**src/rtl/ul4_pkg.sv**
```systemverilog
// Shared definitions for the ul4 logic unit and its sequential initiator:
// command opcodes, logic-unit select codes and the controller state encoding.
package ul4_pkg;

   // Command opcodes seen on cmd_op. Values 0..3 are logic ops whose low two
   // bits are passed straight through as the logic-unit select.
   localparam logic [2:0] OP_AND  = 3'd0;
   localparam logic [2:0] OP_OR   = 3'd1;
   localparam logic [2:0] OP_XOR  = 3'd2;
   localparam logic [2:0] OP_NOT  = 3'd3;
   localparam logic [2:0] OP_LOAD = 3'd4;
   localparam logic [2:0] OP_CLR  = 3'd5;

   // Logic-unit select codes, bitwise: AND, OR, XOR, NOT A.
   localparam logic [1:0] SEL_AND = 2'b00;
   localparam logic [1:0] SEL_OR  = 2'b01;
   localparam logic [1:0] SEL_XOR = 2'b10;
   localparam logic [1:0] SEL_NOT = 2'b11;

   // Controller states.
   typedef enum logic [1:0] {
      IDLE  = 2'd0,
      ISSUE = 2'd1,
      RESP  = 2'd2
   } state_t;

   // A logic op is any opcode with the top bit clear.
   function automatic logic is_logic_op(input logic [2:0] op);
      return (op[2] == 1'b0);
   endfunction

   // Opcodes 6 and 7 are not defined and are reported as errors.
   function automatic logic is_illegal_op(input logic [2:0] op);
      return (op[2] == 1'b1) && (op[1] == 1'b1);
   endfunction

endpackage : ul4_pkg

```
**src/rtl/ul4_ctrl.sv**
```systemverilog
// Sequential initiator for the 4-bit logic unit. Holds the accumulator,
// accepts one command at a time, drives ACC/operand/select to the external
// combinational unit, captures its result and returns ACC on a response
// channel. All outputs come straight from flops.
module ul4_ctrl
   import ul4_pkg::*;
#(
   parameter int CNT_W = 8
)(
   input  logic             clk,
   input  logic             reset_n,
   // command channel
   input  logic             cmd_valid,
   output logic             cmd_ready,
   input  logic [2:0]       cmd_op,
   input  logic [3:0]       cmd_data,
   // logic-unit interface
   output logic [3:0]       ul_a,
   output logic [3:0]       ul_b,
   output logic [1:0]       ul_s,
   input  logic [3:0]       ul_out,
   // response channel
   output logic             rsp_valid,
   input  logic             rsp_ready,
   output logic [3:0]       rsp_data,
   output logic             rsp_zero,
   output logic             rsp_err,
   // statistics
   output logic [CNT_W-1:0] op_count
);

   state_t             state_q,     state_d;
   logic [3:0]         acc_q,       acc_d;
   logic [2:0]         op_q,        op_d;
   logic [3:0]         operand_q,   operand_d;
   logic [CNT_W-1:0]   cnt_q,       cnt_d;
   logic               cmd_ready_q, cmd_ready_d;
   logic               rsp_valid_q, rsp_valid_d;
   logic               rsp_err_q,   rsp_err_d;
   logic               zero_q,      zero_d;

   logic               cmd_fire;
   logic               rsp_fire;

   // A transfer happens only when both sides agree; rsp_ready with no
   // response pending is ignored because rsp_valid_q gates it.
   assign cmd_fire = cmd_valid   && cmd_ready_q;
   assign rsp_fire = rsp_valid_q && rsp_ready;

   // Next-state and datapath update for the IDLE/ISSUE/RESP sequence.
   always_comb begin
      state_d   = state_q;
      acc_d     = acc_q;
      op_d      = op_q;
      operand_d = operand_q;
      cnt_d     = cnt_q;
      rsp_err_d = rsp_err_q;

      unique case (state_q)
         IDLE: begin
            if (cmd_fire) begin
               op_d      = cmd_op;
               operand_d = cmd_data;
               if (is_logic_op(cmd_op)) begin
                  // Operand and select settle in the registers; the unit's
                  // result is captured one cycle later.
                  state_d = ISSUE;
               end else if (cmd_op == OP_LOAD) begin
                  acc_d   = cmd_data;
                  state_d = RESP;
               end else if (cmd_op == OP_CLR) begin
                  acc_d   = 4'd0;
                  state_d = RESP;
               end else begin
                  // Undefined opcode: ACC untouched, flagged in the response.
                  rsp_err_d = is_illegal_op(cmd_op);
                  state_d   = RESP;
               end
            end
         end

         ISSUE: begin
            acc_d   = ul_out;
            cnt_d   = cnt_q + CNT_W'(1);
            state_d = RESP;
         end

         RESP: begin
            // Response fields are held until the consumer takes them.
            if (rsp_fire) begin
               rsp_err_d = 1'b0;
               state_d   = IDLE;
            end
         end

         default: begin
            state_d   = IDLE;
            rsp_err_d = 1'b0;
         end
      endcase

      // Handshake outputs are registered copies of the upcoming state so
      // they change exactly on the same edge as the state itself.
      cmd_ready_d = (state_d == IDLE);
      rsp_valid_d = (state_d == RESP);
      zero_d      = (acc_d == 4'd0);
   end

   // State, datapath and output registers; reset aborts any command in flight.
   always_ff @(posedge clk or negedge reset_n) begin
      if (!reset_n) begin
         state_q     <= IDLE;
         acc_q       <= 4'd0;
         op_q        <= 3'd0;
         operand_q   <= 4'd0;
         cnt_q       <= '0;
         cmd_ready_q <= 1'b0;
         rsp_valid_q <= 1'b0;
         rsp_err_q   <= 1'b0;
         zero_q      <= 1'b1;
      end else begin
         state_q     <= state_d;
         acc_q       <= acc_d;
         op_q        <= op_d;
         operand_q   <= operand_d;
         cnt_q       <= cnt_d;
         cmd_ready_q <= cmd_ready_d;
         rsp_valid_q <= rsp_valid_d;
         rsp_err_q   <= rsp_err_d;
         zero_q      <= zero_d;
      end
   end

   // The unit always sees the live accumulator plus the latched operand and
   // select, so its inputs are stable for the whole ISSUE cycle.
   assign ul_a      = acc_q;
   assign ul_b      = operand_q;
   assign ul_s      = op_q[1:0];

   assign cmd_ready = cmd_ready_q;
   assign rsp_valid = rsp_valid_q;
   assign rsp_data  = acc_q;
   assign rsp_zero  = zero_q;
   assign rsp_err   = rsp_err_q;
   assign op_count  = cnt_q;

endmodule : ul4_ctrl

```
**config.mk**
```make
export PLATFORM = sky130hd
export DESIGN_NAME = ul4_ctrl
export DESIGN_NICKNAME = d
export VERILOG_FILES = /design/src/rtl/ul4_pkg.sv /design/src/rtl/ul4_ctrl.sv
export SDC_FILE = /design/constraint.sdc
export NUM_CORES = 1
export LEC_CHECK = 0
export ABC_AREA = 1
export CORE_MARGIN = 2
export CORE_UTILIZATION = 44
export DETAILED_ROUTE_END_ITERATION = 8
export GPL_TIMING_DRIVEN = 0
export PLACE_DENSITY = 0.76
export RECOVER_POWER = 25
export REMOVE_ABC_BUFFERS = 1
export SLEW_MARGIN = 20
export SYNTH_ARGS = -nofsm -noshare
export SYNTH_HDL_FRONTEND = slang
export SYNTH_SLANG_ARGS = --single-unit
```
**constraint.sdc**
```tcl
create_clock -name clk -period 1.3 [get_ports clk]
set_input_delay 0.26 -clock clk [delete_from_list [all_inputs] [get_ports clk]]
set_output_delay 0.26 -clock clk [all_outputs]
set_load 0.01 [all_outputs]
```
# Word level (Yosys, flattened, before mapping)
# Cells that the tools add are included.
[word_totals]
output_inout_bits = 26
inputBits = 15
ff_bits = 24
elab_cells = 44
[classes]
eq_ne = 10
n_reduce_logical = 8
add_sub_neg = 1
n_bitwise = 1
muxes = 15
[op_table]
columns = ["cell", "count"]
rows = [
  ["$mux W4", 4],
  ["$ne A2 B2 Y1 const B", 5],
  ["$add A8 B1 Y8 const B", 1],
  ["$pmux W4 S2", 1],
  ["$eq A3 B3 Y1 const B", 2],
  ["$mux W2", 3],
  ["$pmux W2 S3", 1],
  ["$reduce_and A6 Y1", 1],
  ["$mux W1", 5],
  ["$eq A2 B2 Y1 const B", 2],
  ["$logic_not A2 Y1", 2],
  ["$logic_not A4 Y1", 1],
  ["$logic_and A1 B1 Y1", 3],
  ["$pmux W1 S3", 1],
  ["$eq A2 B1 Y1 const B", 1],
  ["$reduce_and A2 Y1", 1],
  ["$not A1 Y1", 1],
]

# Logic depth before layout (Yosys ltp)
# Gate-level depths: netlist (run 1).
[depth]
ltp_word = 7
depth_mapped = 9
mapped_depth_nobuf = 8

# Worst setup path before layout (run 1)
# No wires, ideal clock.
[synth_timing]
kind = "register to register"
startpoint = "register state_q[1]"
endpoint = "register op_q[0]"
stages_incl_launch_ff = 5
period_less_slack_ns = 1.179
setup_slack_ns = 0.121
required_ns = 1.175
n_path_buf = 1
t_arrival_ns = 1.054
setup_time_ns = 0.125
cell_sequence = "dfrtp_1 buf_6 nor2_4 nand2_4 mux2_4"
[synth_via]
elab_chain_cells = 2
[synth_lines]
columns = ["element", "line", "source"]
rows = [
  ["start, declared", "ul4_ctrl.sv:32", "state_t state_q, state_d;"],
  ["start signal, assigned", "ul4_ctrl.sv:122", "state_q <= state_d;"],
  ["$logic_not A2 Y1", "ul4_ctrl.sv:59", "unique case (state_q)"],
  ["$reduce_and A2 Y1 (no source line)", "-", ""],
  ["end signal, assigned", "ul4_ctrl.sv:124", "op_q <= op_d;"],
  ["end, declared", "ul4_ctrl.sv:34", "logic [2:0] op_q, op_d;"],
]
# Every way passes these cells.
# A chain may end at the register's enable or synchronous reset.

# Worst setup path in the final report (run 1)
[layout_timing]
startpoint = "register operand_q[0] (netlist: ul_b[0])"
endpoint = "output port ul_b[0]"
[layout_lines]
columns = ["element", "line", "source"]
rows = [
  ["start, declared", "ul4_ctrl.sv:35", "logic [3:0] operand_q, operand_d;"],
  ["start signal, assigned", "ul4_ctrl.sv:125", "operand_q <= operand_d;"],
  ["end, declared", "ul4_ctrl.sv:19", "output logic [3:0] ul_b,"],
]
# No word-level cell between the ends.

==> results.json, run 1 <==
{
  "status": "finished, final reports clean",
  "htreeDepth": 1,
  "clk_latency_ns": 0.31,
  "start_util_pct": 46.4,
  "post-route-util_pct": 68.5,
  "finalMaxSlewViolations": 0,
  "clock_tree.root_cell": "clkbuf_4",
  "finClkSkew_ns": 0.0109,
  "rrSetupSlack_ns": 0.05,
  "synth.top_cell.area_share_pct": 49.6,
  "fmax_mhz": 784,
  "r2r-start": "state_q[0]$_DFF_PN0_",
  "p_sw_mw": 1.23,
  "drt-initial-drc-count": 17,
  "grt_start_max_net_pins": 25,
  "hold_violations": 0,
  "num_antenna_cells": 0,
  "path_clk_slew_ns": 0.14,
  "cp_cell_sequence": "dlygate4sd2_1",
  "async_flop_share_pct": 100,
  "viasPerCell": 4.84,
  "ys_warn_count": 0,
  "cp.required_ns": 1.04,
  "portBuffers": 40,
  "via_count": 1001,
  "worst_r2r_path_depth": 3,
  "cts_made_buffers": 3,
  "final_nets": 194,
  "first_pass_iters": 4,
  "drv_cap": 0,
  "final_cell_mix": "30 x nand2_1, 22 x dfrtp_1, 20 x buf_4",
  "ys_seq_area_share_pct": 51.8,
  "max_stage_delay_ns": 0.42,
  "relSlewSlack_pct": 60.6,
  "routedWlPerCell_microns": 12.7,
  "share_comb_of_total_power_pct": 53.0,
  "end_kind": "output port",
  "hpwl_mm": 1.81,
  "ys.flop_type": "dfrtp_1",
  "syn-instance-count": 117,
  "grtUsageTotal_pct": 17.5,
  "path_class": "reg -> out",
  "share_seq_of_total_power_pct": 36.7,
  "synth_top_cell_by_area": "dfrtp_1",
  "die_h_microns": 55.4,
  "crit_fanout": 2,
  "antenna_found_initial": 0,
  "cts_tree": "yes",
  "areaGrowthSynthToFinish_pct": 47.5,
  "clock_sinks": 24,
  "ys_types": 22,
  "p_per_area_nw_per_um2": 1920,
  "synth_edf_count": 0,
  "cp_num_buf_inv": 1,
  "p_int_mw": 2.07,
  "grt_pass1_wl_mm": 4.26,
  "die_x_microns": 55.4,
  "p_leak_nw": 0.959,
  "core-area_sq_um": 2500,
  "die-area_sq_um": 3070,
  "cp_slowest_cell": "dfrtp_1",
  "crit_family": "flip-flops",
  "gp_congestion": 0.775,
  "post-route-min-period_ns": 1.28,
  "drc": 0,
  "r2r-end": "ul_b[2]$_DFFE_PN0P_",
  "holdWs_ns": 0.453,
  "rsz0062_at_grt": "yes",
  "drive_gt1_share_pct": 27.7,
  "finalCritPeriodShare_pct": 98.1,
  "ys_seq_elements": 24,
  "gr-total-overflow": 0,
  "cts_buffer_depth": 2,
  "peakVddDrop_mv": 1.06,
  "worst_slew_pin_slew_ns": 0.590,
  "synth.area.top_cells": "dfrtp_1 50%, nand2_1 10%, mux2_4 6.5%",
  "grt_pass1_vias": 970,
  "avgSynthCellArea_sq_um": 9.92,
  "crit_arrival_ns": 1.02,
  "num_rows": 18,
  "syn-cell-area_sq_um": 1160,
  "hold_path.class": "in -> async",
  "ios": 41,
  "setup_viol": 0,
  "clkPwrFrac_pct": 10.3,
  "power_switching_share_pct": 37.3,
  "final_common_cell": "nand2_1",
  "wl_mm": 2.62,
  "antenna_left": 0,
  "start_kind": "flip-flop"
}
-- logic make-up after synthesis --
kind of cell	share of synthesized area, %
fa+ha+maj	1.08
flops	51.8
mux	6.47
compound gates	3.02
simple gates	23.8
xor+xnor	5.28
buf+inv	8.51
-- routing by layer --
metal | global-route usage [%] | vias to the layer above | wire [microns]
li1 | - | 489 | -
met1 | 22.1 | 471 | 1130
met2 | 30.1 | 37 | 1290
met3 | 3.28 | 4 | 166
met4 | 5.92 | 0 | 29
met5 | 0 | - | 0
-- stage by stage --
step	instances	setup TNS (ns)	area [sq um]	worst slack [ns]	total power, mW
floorplan	111	0	1110	0.101	2.03
global placement	181	-8.68	1550	-0.330	2.78
detailed placement	181	-9.00	1550	-0.338	2.81
CTS	198	0	1630	0.00621	3.10
global route	207	-0.0282	1710	-0.0117	3.52
finish	207	0	1710	0.0241	3.30
-- power groups by stage --
stage          clock [mW]  combinational [mW]  sequential [mW]
2_1_floorplan           0               0.631             1.40
3_3_place_gp            0                1.51             1.27
3_5_place_dp            0                1.52             1.29
4_1_cts             0.338                1.54             1.22
5_1_grt             0.379                1.90             1.24
6_report            0.338                1.75             1.21
-- Yosys cell counts, types with 2 or more instances --
cell     number
a21oi_1       6
buf_4         5
dfrtp_1      23
inv_1         9
inv_4         2
mux2_4        5
nand2_1      31
nand2_2       2
nand2_4       2
nand3_1       7
nand4_1       5
nor2_1        5
xnor2_1       5
xor2_1        2
-- worst max-delay path by stage --
stage / from / end / cells after the start / slack (ns)
3_3_place_gp: cmd_op[2] / rsp_zero$_DFF_PN1_ / 7 / -0.33
6_report: ul_b[0]$_DFFE_PN0P_ / ul_b[0] / 1 / 0.02
4_1_cts: op_count[6]$_DFFE_PN0N_ / op_count[6] / 1 / 0.006
3_5_place_dp: cmd_op[2] / rsp_zero$_DFF_PN1_ / 7 / -0.34
5_1_grt: ul_b[0]$_DFFE_PN0P_ / ul_b[0] / 1 / -0.01
2_1_floorplan: state_q[1]$_DFF_PN0_ / op_q[0]$_DFFE_PN0P_ / 3 / 0.10
-- timing repair --
action	CTS	global route
setup endpoints to repair	32	20
setup buffers	13	8
hold endpoints to repair	0	23
hold buffers	0	1
resized for setup	41	10
pin swaps	0	1
-- cell type report --
| cell class | count | area (sq um) |
|---|---|---|
| sequential | 24 | 603 |
| timing repair buffer | 62 | 526 |
| clock buffer | 4 | 26.3 |
| tap | 30 | 37.5 |
| inverter | 12 | 50.0 |
| fill | 198 | 787 |
| multi-input combinational | 75 | 470 |
-- registers in the layout, indices dropped and copies added (netlist names) --
register,flops
op_count,8
rsp_data,4
ul_b,4
op_q,2
state_q,2
cmd_ready,1
rsp_err,1
rsp_valid,1
rsp_zero,1
Note: power is estimated with default switching activity, not from simulation.
==> run 2, diff against run 1 <==
--- a/config.mk
+++ b/config.mk
@@ -6,12 +6,13 @@
 export NUM_CORES = 1
 export LEC_CHECK = 0
 export ABC_AREA = 1
+export CELL_PAD_IN_SITES_DETAIL_PLACEMENT = 0
+export CELL_PAD_IN_SITES_GLOBAL_PLACEMENT = 1
 export CORE_MARGIN = 2
-export CORE_UTILIZATION = 44
+export CORE_UTILIZATION = 33
 export DETAILED_ROUTE_END_ITERATION = 8
 export GPL_TIMING_DRIVEN = 0
 export PLACE_DENSITY = 0.76
-export RECOVER_POWER = 25
 export REMOVE_ABC_BUFFERS = 1
 export SLEW_MARGIN = 20
 export SYNTH_ARGS = -nofsm -noshare
==> run 2 against run 1 <==
Compared with the run above: global-route usage down 3.3 points; design area grew 2.9%; via count grew 2.1%; die area increased by 31%; fmax increased by 1.7%; total power rose by 2.7%; first-iteration DRC count up 71%; utilization is 16 points lower; worst setup slack better by 0.021 ns; non-clock buffer count is 3 higher; critical path type unchanged; highest routed layer unchanged.
==> results.json, run 2 (synthesis results as in run 1) <==
{
  "drt-initial-drc-count": 29,
  "wl_met3_microns": 128,
  "share_seq_of_total_power_pct": 36.0,
  "final_cell_mix": "30 x nand2_1, 24 x buf_4, 22 x dfrtp_1",
  "top_layer": "met4",
  "crit_fanout": 2,
  "num_antenna_cells": 0,
  "dr_wl_met2_mm": 1.33,
  "crit_path_end": "ul_b[3]",
  "share_comb_of_total_power_pct": 53.9,
  "wl_mm": 2.75,
  "hold_path.class": "in -> async",
  "worst_r2r_path_depth": 5,
  "core-area_sq_um": 3360,
  "stdcell_area_sq_um": 1760,
  "ios": 41,
  "post-route-util_pct": 52.4,
  "path_class": "reg -> out",
  "cp_num_cells": 1,
  "max_stage_delay_ns": 0.40,
  "first_pass_iters": 4,
  "crit_arrival_ns": 0.99,
  "die_h_microns": 63.3,
  "grt_start_max_net_pins": 25,
  "p_leak_nw": 0.940,
  "final_common_cell": "nand2_1",
  "clock_tree.root_cell": "clkbuf_4",
  "power_switching_share_pct": 36.7,
  "peakVddDrop_mv": 0.906,
  "clkPwrFrac_pct": 10.1,
  "clock_sinks": 24,
  "largest_reg_flops": 8,
  "setup_viol": 0,
  "r2r-start": "cmd_ready$_DFF_PN0_",
  "finalCritPeriodShare_pct": 96.5,
  "dpl_cell_area_sq_um": 1570,
  "die-area_sq_um": 4010,
  "worstSetupStartpoint": "ul_b[3]$_DFFE_PN0P_",
  "fmax_mhz": 797,
  "areaGrowthSynthToFinish_pct": 51.8,
  "fillers": 322,
  "wl_met1_mm": 1.28,
  "via_count": 1022,
  "cts_buffer_depth": 2,
  "end_kind": "output port",
  "r2r-end": "ul_b[1]$_DFFE_PN0P_",
  "holdWs_ns": 0.437,
  "cp.required_ns": 1.04,
  "routedWlPerCell_microns": 12.2,
  "finClkSkew_ns": 0.0102,
  "post-route-min-period_ns": 1.25,
  "grt_pass1_vias": 1001,
  "start_util_pct": 34.5,
  "status": "finished, final reports clean",
  "hpwl_mm": 1.87,
  "gp_congestion": 0.750,
  "drive_gt1_share_pct": 30.6,
  "p_int_mw": 2.14,
  "rrSetupSlack_ns": 0.07,
  "die_x_microns": 63.3,
  "cp_cell_sequence": "dlygate4sd2_1",
  "path_clk_slew_ns": 0.14,
  "fin_cells": 226,
  "dp_cells": 197,
  "p_sw_mw": 1.24,
  "htreeDepth": 1,
  "finalMaxSlewViolations": 0,
  "antenna_found_initial": 0,
  "antenna_left": 0,
  "cts_made_buffers": 3,
  "drc": 0,
  "cp_slowest_cell": "dfrtp_1",
  "gr-total-overflow": 0,
  "p_per_area_nw_per_um2": 1920,
  "final_nets": 197,
  "grtUsageTotal_pct": 14.2,
  "num_rows": 21,
  "start_kind": "flip-flop",
  "hold_violations": 0,
  "worst_slew_pin_slew_ns": 0.524,
  "portBuffers": 40,
  "cp_num_buf_inv": 1,
  "drv_cap": 0,
  "grt_pass1_wl_mm": 4.53,
  "viasPerCell": 4.52,
  "crit_family": "flip-flops",
  "cts_tree": "yes",
  "relSlewSlack_pct": 65.1,
  "clk_latency_ns": 0.32,
  "power_mw": 3.39
}
[run 2: cell types whose count changed in the layout (fill, tap and decap cells not counted), sizes merged]
cell           previous run  this run
dlygate4sd2              17         3
clkbuf                    5         8
buf                      25        27
clkdlybuf4s15             6        18
[run 2: layer usage]
layer,track usage [%],vias up
met5,0,-
met4,3.26,0
met3,4.11,2
met2,24.5,30
met1,17.6,492
li1,-,498
[run 2: cell type report]
class / instances / area, sq um / share of cell area, %
Inverter: 12 / 50.0 / 2.84
Multi-Input combinational cell: 75 / 474 / 26.9
Tap cell: 46 / 57.6 / 3.26
Sequential cell: 24 / 603 / 34.2
Clock buffer: 4 / 26.3 / 1.49
Timing Repair Buffer: 65 / 552 / 31.3
[run 2: timing repair]
item                                    4_1_cts  5_1_grt
hold buffers                                  0        1
gates resized for setup                      40       25
endpoints found under the hold margin         0       23
setup buffers                                11       13
endpoints found under the setup margin       34       34
pin swaps                                     0        2
[run 2: power groups by stage]
stage	sequential [mW]	combinational [mW]	clock, mW
detailed placement	1.29	1.53	0
CTS	1.23	1.52	0.359
floorplan	1.40	0.631	0
global route	1.25	1.99	0.396
global placement	1.28	1.52	0
finish	1.22	1.82	0.342
[run 2: metrics by stage]
stage | setup TNS, ns | setup slack (ns)
final | 0 | 0.0450
after global routing | -0.0215 | -0.0121
after CTS | -0.0329 | -0.0329
after detailed placement | -10.12 | -0.369
after global placement | -9.53 | -0.358
after floorplan | 0 | 0.101
[run 2: worst min-delay path by stage]
stage	endpoint
after floorplan	cmd_ready$_DFF_PN0_
after global placement	op_count[7]$_DFFE_PN0N_
after detailed placement	op_count[7]$_DFFE_PN0N_
after CTS	ul_b[3]$_DFFE_PN0P_
after global routing	state_q[0]$_DFF_PN0_
final	ul_b[3]$_DFFE_PN0P_
==> run 3, diff against run 2 <==
--- a/config.mk
+++ b/config.mk
@@ -9,10 +9,11 @@
 export CELL_PAD_IN_SITES_DETAIL_PLACEMENT = 0
 export CELL_PAD_IN_SITES_GLOBAL_PLACEMENT = 1
 export CORE_MARGIN = 2
-export CORE_UTILIZATION = 33
+export CORE_UTILIZATION = 34
+export CTS_BUF_LIST = sky130_fd_sc_hd__clkbuf_4
 export DETAILED_ROUTE_END_ITERATION = 8
 export GPL_TIMING_DRIVEN = 0
-export PLACE_DENSITY = 0.76
+export PLACE_DENSITY = 0.81
 export REMOVE_ABC_BUFFERS = 1
 export SLEW_MARGIN = 20
 export SYNTH_ARGS = -nofsm -noshare
==> run 3 against run 2 <==
Compared with the run above: utilization is 1.2 points higher; clock-buffer cell count fell by 1; sequential power about the same; largest cell class unchanged; largest power group unchanged.
==> results.json, run 3 (synthesis results as in run 1) <==
{
  "portBuffers": 40,
  "hpwl_mm": 1.94,
  "max_stage_delay_ns": 0.40,
  "cts_tree": "yes",
  "cp_cell_sequence": "dlygate4sd2_1",
  "worst_slew_pin_slew_ns": 0.548,
  "via_count": 1012,
  "wl_mm": 2.86,
  "fmax_mhz": 791,
  "core-area_sq_um": 3310,
  "areaGrowthSynthToFinish_pct": 52.8,
  "grt_pass1_wl_mm": 4.52,
  "post-route-util_pct": 53.6,
  "die_h_microns": 62.4,
  "rsz0062_at_grt": "yes",
  "dr_wl_met2_mm": 1.35,
  "grt_pass1_vias": 1006,
  "crit_fanout": 2,
  "clock_sinks": 24,
  "viasPerCell": 4.48,
  "crit_family": "flip-flops",
  "drc": 0,
  "finalCritPeriodShare_pct": 97.3,
  "p_leak_nw": 0.939,
  "gr-total-overflow": 0,
  "stdcell_area_sq_um": 1770,
  "p_per_area_nw_per_um2": 1930,
  "finClkSkew_ns": 0.00165,
  "start_kind": "flip-flop",
  "gp_congestion": 0.771,
  "cts_buffer_depth": 2,
  "p_sw_mw": 1.26,
  "num_antenna_cells": 0,
  "clock_tree.root_cell": "clkbuf_4",
  "drv_cap": 0,
  "hold_violations": 0,
  "post-route-min-period_ns": 1.26,
  "crit_arrival_ns": 1.00,
  "hold_path.class": "in -> async",
  "die_x_microns": 62.4,
  "drive_gt1_share_pct": 29.4,
  "wl_met1_mm": 1.31,
  "ios": 41,
  "share_seq_of_total_power_pct": 35.5,
  "htreeDepth": 1,
  "clk_latency_ns": 0.32,
  "p_int_mw": 2.17,
  "power_switching_share_pct": 36.8,
  "antenna_left": 0,
  "peakVddDrop_mv": 0.799,
  "path_class": "reg -> out",
  "die-area_sq_um": 3900,
  "grtUsageTotal_pct": 15.0,
  "cts_made_buffers": 3,
  "first_pass_iters": 4,
  "routedWlPerCell_microns": 12.7,
  "final_common_cell": "nand2_1",
  "dpl_cell_area_sq_um": 1570,
  "path_clk_slew_ns": 0.13,
  "status": "finished, final reports clean",
  "grt_start_max_net_pins": 25,
  "clkPwrFrac_pct": 10.0,
  "setup_tns_ns": 0,
  "cp_num_buf_inv": 1,
  "largest_reg_flops": 8,
  "end_kind": "output port",
  "cp.required_ns": 1.04,
  "share_comb_of_total_power_pct": 54.5,
  "top_layer": "met4",
  "fillers": 320,
  "final_cell_mix": "30 x nand2_1, 24 x buf_4, 22 x dfrtp_1",
  "antenna_found_initial": 0,
  "setup_viol": 0,
  "wl_met3_microns": 157,
  "num_rows": 21,
  "holdWs_ns": 0.450,
  "relSlewSlack_pct": 63.5,
  "final_nets": 197,
  "start_util_pct": 35.1,
  "cp_slowest_cell": "dfrtp_1",
  "drt-initial-drc-count": 39,
  "finalMaxSlewViolations": 0
}
## run 3: cell types whose count changed in the layout (fill, tap and decap cells not counted), sizes merged
cell	delta
clkbuf	-2
buf	-1
clkdlybuf4s15	+3
dlygate4sd2	-1
clkinv	+1
## run 3: final cells by class
cell class	instances	area (sq um)	share of cell area (%)
sequential	24	603	34.0
timing repair buffer	65	563	31.7
multi-input combinational	75	474	26.7
tap	46	57.6	3.24
inverter	12	50.0	2.82
clock buffer	3	22.5	1.27
clock inverter	1	3.75	0.212
## run 3: power groups by stage
| stage | Sequential (mW) | Combinational, mW | Clock [mW] |
|---|---|---|---|
| 3_3_place_gp | 1.28 | 1.51 | 0 |
| 6_report | 1.22 | 1.87 | 0.344 |
| 3_5_place_dp | 1.29 | 1.54 | 0 |
| 5_1_grt | 1.25 | 2.02 | 0.406 |
| 4_1_cts | 1.21 | 1.63 | 0.357 |
| 2_1_floorplan | 1.40 | 0.631 | 0 |
## run 3: worst paths after layout
kind,from,end,slack (ns),cells after the start
max reg2reg,state_q[0]$_DFF_PN0_,op_count[7]$_DFFE_PN0N_,0.04,4
min reg2reg,ul_b[2]$_DFFE_PN0P_,ul_b[2]$_DFFE_PN0P_,0.54,1
min in group clk,cmd_op[2],state_q[0]$_DFF_PN0_,0.48,2
min,reset_n,ul_b[0]$_DFFE_PN0P_,0.45,2
max in group asynchronous,reset_n,state_q[1]$_DFF_PN0_,0.46,2
max,cmd_ready$_DFF_PN0_,cmd_ready,0.04,1
## run 3: per-layer routing
metal,vias up,GRT usage (%)
met3,5,3.78
met2,34,25.3
li1,494,-
met5,-,0
met1,479,18.3
met4,0,5.83
## run 3: timing repair
item | CTS | global route
hold buffers | 0 | 1
gates resized for setup | 35 | 28
endpoints found under the setup margin | 35 | 33
pin swaps | 1 | 2
setup buffers | 15 | 9
endpoints found under the hold margin | 0 | 23
## run 3: through the flow
stage	total power [mW]	cells	setup WS [ns]
CTS	3.19	216	0.000902
global route	3.68	226	-0.0443
floorplan	2.03	111	0.101
finish	3.43	226	0.0353
detailed placement	2.83	197	-0.371
global placement	2.78	197	-0.352
